## src/rtl/rca_operand_sequencer.sv

```systemverilog
// ---------------------------------------------------------------------------
// rca_operand_sequencer
//
// Front-end and capture stage for an external 16-bit ripple-carry adder.
// Five bytes arriving on a valid/ready stream are assembled into operand A,
// operand B and a carry-in, which drive the adder directly. After a fixed
// settle interval the adder's {cout,sum} is latched and offered on a
// valid/ready result port. Only one transaction is in flight at a time.
//
// Parameters:
//   SETTLE_CYCLES  cycles from the last operand byte to result capture (1..15)
//
// Ports:
//   clk           system clock, all state changes on the rising edge
//   rst           synchronous active-low reset
//   byte_in       operand byte stream
//   byte_valid    byte_in holds a valid byte
//   byte_ready    block accepts a byte this cycle (high only in LOAD)
//   op_a          operand A to the adder
//   op_b          operand B to the adder
//   op_cin        carry-in to the adder
//   add_sum       adder sum
//   add_cout      adder carry-out
//   res_data      captured {cout,sum}
//   res_valid     res_data is valid
//   res_ready     downstream accepts the result
//   busy          high while settling or presenting a result
//   result_count  number of completed result handshakes, wraps 255->0
// ---------------------------------------------------------------------------
module rca_operand_sequencer #(
   parameter int SETTLE_CYCLES = 8
) (
   input  logic        clk,
   input  logic        rst,
   input  logic [7:0]  byte_in,
   input  logic        byte_valid,
   output logic        byte_ready,
   output logic [15:0] op_a,
   output logic [15:0] op_b,
   output logic        op_cin,
   input  logic [15:0] add_sum,
   input  logic        add_cout,
   output logic [16:0] res_data,
   output logic        res_valid,
   input  logic        res_ready,
   output logic        busy,
   output logic [7:0]  result_count
);

   typedef enum logic [1:0] {
      LOAD,
      SETTLE,
      OUTPUT
   } state_t;

   // Terminal count of the settle counter; the capture happens on the edge
   // where the counter holds this value, which places res_valid exactly
   // SETTLE_CYCLES edges after the last byte is accepted.
   localparam logic [3:0] SETTLE_LAST = 4'(SETTLE_CYCLES - 1);
   localparam logic [2:0] LAST_BYTE   = 3'd4;

   state_t      state;
   state_t      state_next;
   logic [2:0]  byte_idx;
   logic [3:0]  settle_cnt;

   logic        byte_fire;
   logic        last_byte_fire;
   logic        settle_done;
   logic        res_fire;

   // Handshake qualifiers. All of them are gated by state so that a valid or
   // ready seen in the wrong phase has no effect at all.
   assign byte_fire      = (state == LOAD) && byte_valid;
   assign last_byte_fire = byte_fire && (byte_idx == LAST_BYTE);
   assign settle_done    = (state == SETTLE) && (settle_cnt == SETTLE_LAST);
   assign res_fire       = (state == OUTPUT) && res_ready;

   // State register. Reset returns to LOAD so byte_ready is high in the
   // first cycle after reset is released.
   always_ff @(posedge clk) begin
      if (!rst) begin
         state <= LOAD;
      end else begin
         state <= state_next;
      end
   end

   // Next-state and phase outputs. LOAD accepts bytes, SETTLE waits for the
   // adder's ripple to complete, OUTPUT holds the result until it is taken.
   always_comb begin
      state_next = state;
      byte_ready = 1'b0;
      busy       = 1'b0;
      case (state)
         LOAD: begin
            byte_ready = 1'b1;
            if (last_byte_fire) begin
               state_next = SETTLE;
            end
         end
         SETTLE: begin
            busy = 1'b1;
            if (settle_done) begin
               state_next = OUTPUT;
            end
         end
         OUTPUT: begin
            busy = 1'b1;
            if (res_fire) begin
               state_next = LOAD;
            end
         end
         default: begin
            state_next = LOAD;
         end
      endcase
   end

   // Byte index. It advances only on an accepted byte, so stall cycles in
   // LOAD hold the position, and it wraps back to zero after the carry-in
   // byte so the next transaction starts with operand A.
   always_ff @(posedge clk) begin
      if (!rst) begin
         byte_idx <= 3'd0;
      end else if (last_byte_fire) begin
         byte_idx <= 3'd0;
      end else if (byte_fire) begin
         byte_idx <= byte_idx + 3'd1;
      end
   end

   // Operand assembly. Each register changes only on the edge its byte is
   // accepted; outside LOAD byte_fire is low, so the adder inputs stay stable
   // through SETTLE and OUTPUT. Only bit 0 of the fifth byte is meaningful.
   always_ff @(posedge clk) begin
      if (!rst) begin
         op_a   <= 16'h0000;
         op_b   <= 16'h0000;
         op_cin <= 1'b0;
      end else if (byte_fire) begin
         case (byte_idx)
            3'd0:    op_a[7:0]  <= byte_in;
            3'd1:    op_a[15:8] <= byte_in;
            3'd2:    op_b[7:0]  <= byte_in;
            3'd3:    op_b[15:8] <= byte_in;
            3'd4:    op_cin     <= byte_in[0];
            default: op_cin     <= op_cin;
         endcase
      end
   end

   // Settle counter. Cleared when the last byte is accepted and counting
   // every cycle spent in SETTLE; its value elsewhere is irrelevant.
   always_ff @(posedge clk) begin
      if (!rst) begin
         settle_cnt <= 4'd0;
      end else if (last_byte_fire) begin
         settle_cnt <= 4'd0;
      end else if (state == SETTLE) begin
         settle_cnt <= settle_cnt + 4'd1;
      end
   end

   // Result capture and hand-off. res_data is the raw adder output sampled
   // once at the end of the settle window and held until the next capture,
   // so it stays stable for as long as downstream stalls.
   always_ff @(posedge clk) begin
      if (!rst) begin
         res_data  <= 17'h00000;
         res_valid <= 1'b0;
      end else if (settle_done) begin
         res_data  <= {add_cout, add_sum};
         res_valid <= 1'b1;
      end else if (res_fire) begin
         res_valid <= 1'b0;
      end
   end

   // Completed-transaction counter; natural 8-bit wrap from 255 to 0.
   always_ff @(posedge clk) begin
      if (!rst) begin
         result_count <= 8'd0;
      end else if (res_fire) begin
         result_count <= result_count + 8'd1;
      end
   end

endmodule

```

## config.mk

```make
export PLATFORM = sky130hd
export DESIGN_NAME = rca_operand_sequencer
export DESIGN_NICKNAME = d
export VERILOG_FILES = /design/src/rtl/rca_operand_sequencer.sv
export SDC_FILE = /design/constraint.sdc
export NUM_CORES = 1
export LEC_CHECK = 0
export CORE_MARGIN = 2
export CORE_UTILIZATION = 45
export CTS_BUF_LIST = sky130_fd_sc_hd__clkbuf_8
export DETAILED_ROUTE_END_ITERATION = 10
export PLACE_DENSITY = 0.79
export SETUP_SLACK_MARGIN = 0.5
export SYNTH_ARGS = -nofsm -noshare
export SYNTH_HDL_FRONTEND = slang
export SYNTH_SLANG_ARGS = --single-unit
```

## constraint.sdc

```tcl
create_clock -name clk -period 3.2 [get_ports clk]
set_clock_uncertainty 0.05 [all_clocks]
set_input_delay 0.32 -clock clk [delete_from_list [all_inputs] [get_ports clk]]
set_output_delay 0.32 -clock clk [all_outputs]
set_load 0.02 [all_outputs]
```

==> metrics <==
outcome=finished, final reports clean; hold_buf cts=0; Cells after Synth=313; FF+latch count, synth=68; arrival time worst endpoint=2.02 ns; nets=439; Power Density=494.1 nW/um^2; root buffer cell=clkbuf_8; Avg Cell Area, Syn=8.658 um^2; Main synth FF type=dfxtp_1; sequential fraction of the synthesis area=50.23%; Starting Density=46.05%; maximum clock rate=418.4 MHz; worst skew pair latency=0.34 ns; Core Region=5886 um^2; Leak Pwr=1.413 nW; crit path launch type=flip-flop; setup slack at placement=1.183 ns; first-pass GRT wire length=10,070 um; largest net degree at the start of global routing=59; Final Cycle Share=74.69%; RePlAce Congestion=0.7385; Worst VDD drop=0.3265 mV; crit end category=primary output; gr usage total=19.78%; total gr overflow=0; Final ANT Viol Nets=0; die area=6659 um^2; Vias=2,407; WL final=6461 um; number of global-route vias before repair=2,172; Setup Fix Bufs, Post-CTS=0; EDFF count, synth=0; max-slew violation total from the final report=0; Overall Power=1.899 mW; Slew @ Worst Pin=0.7390 ns; post-layout util=65.31%; IO Pins=90; Final min period=2.390 ns; area grow syn2layout=41.83%; Die X=81.61 um; Warnings, synthesis=0; initial antenna violation count=0; Die Y=81.61 um; H-tree depth=3; final setup margin=0.8100 ns; Setup CP Type=reg -> out; Post-synth ARST share=0%; RSZ-0062 raised after global routing=false; row count=28; Post-DP HPWL=4565 um; clock sinks=68; syn_nets=353; via density per instance=5.025; 1st-iter DRT viols=73; Setup TNS Final=0 ns; CP max FO=15; share of cells above drive strength 1=4.703%; Clock Tree Buf Depth=2; CTS tree=yes; routed len/inst=13.49 um; WP data required=2.83 ns; Reg clk slew, reported paths=0.07 ns; Hold Path Class=reg -> reg; synthesized area=2710 um^2; Finished Cell Area=3844 um^2; Final Hold Fails=0; post-CTS sizing=0; Buffers on Ports=89; antenna cells=0; final setup fails=0; DR pass1 iterations=4; Cell Area, Placed=3620 um^2; DRC viols=0; Distinct cells, synth=33; CTS Buf Count=9; max_cap viols=0; relative slew slack=50.47%
-- registers in the layout, indices dropped and copies added, names as in the netlist --
| signal | flops |
|---|---|
| op_cin | 1 |
| res_valid | 1 |
| res_data | 17 |
| op_a | 16 |
| result_count | 8 |
| op_b | 16 |
| state | 2 |
| settle_cnt | 4 |
| byte_idx | 3 |
-- cell type report --
cell class                      instances  area [um^2]
Fill cell                             495         2042
Inverter                                8        30.03
Sequential cell                        68         1361
Clock inverter                          6        86.33
Tap cell                               75        93.84
Timing Repair Buffer                   90        898.4
Clock buffer                           10        137.6
Multi-Input combinational cell        222         1236
-- placed cells by master, fill, tap and decap left out, drive strengths merged --
cell,n
nand3b,1
clkinvlp,1
a221oi,1
ha,11
or4,1
mux2i,13
o21ai,2
bufinv,2
nor2b,1
a211o,1
a21oi,48
nand4b,4
or3,2
nand3,5
nor2,17
nand2b,2
inv,9
buf,1
clkbuf,10
dfxtp,68
nand4,4
xor2,3
a311oi,1
o31ai,1
clkdlybuf4s50,89
a211oi,2
nand2,93
and4b,4
nor4,1
clkinv,2
and3,1
xnor2,3
-- cells in the mapped netlist (3+ instances only) --
cell type	count	area share (%)
xnor2_1	3	0.97
nand3_1	4	0.74
nand4b_1	4	1.3
mux2i_1	13	4.8
inv_1	8	1.1
buf_2	6	1.1
nand4_1	3	0.69
dfxtp_1	68	50
nor2_1	17	2.4
nand2_1	93	13
ha_1	11	5.1
and4b_1	4	1.5
xor2_1	3	0.97
buf_4	3	0.83
a21oi_1	48	8.9
clkbuf_1	4	0.55
-- routing by layer --
metal	track usage, %	vias up	share of wire (%)
met5	0	-	0
met4	10.17	0	2.3
met3	4.505	12	5.9
met2	32.95	65	48
met1	23.91	1111	44
li1	-	1219	-
-- kinds of logic after synthesis --
kind of cell | Yosys count | synth area share [%]
compound gates | 56 | 11.03
xor+xnor | 6 | 1.939
fa+ha+maj | 11 | 5.078
buf+inv | 23 | 4.155
flops | 68 | 50.23
mux | 13 | 4.801
simple gates | 136 | 22.76
-- worst max-delay path: stages (launching register included) --
cell and delay [ns]:
dfxtp_1 0.33, inv_1 0.10, ha_1 0.53, clkdlybuf4s50_1 0.72
-- path summary, 6_finish.rpt --
kind                 start          end  slack (ns)  cells after the start
setup / recovery  state[0]   byte_ready        0.81                      3
hold / removal     op_b[2]      op_b[2]        0.40                      2
setup reg to reg  state[1]  res_data[5]        1.19                      5
hold reg to reg    op_b[2]      op_b[2]        0.40                      2
-- through the flow --
step / std cells / hold WS (ns)
finish: 479 / 0.4039
global route: 479 / 0.4222
CTS: 479 / 0.4059
detailed placement: 463 / 0.3956
global placement: 463 / 0.3914
floorplan: 313 / 0.4015
-- where the power goes --
group	switching (mW)	total [mW]	internal [mW]	leakage, nW
clock	0.332	0.792	0.460	0.113
combinational	0.118	0.218	0.100	0.751
sequential	0.0178	0.889	0.871	0.550
Power figures use the tool's default switching activity.
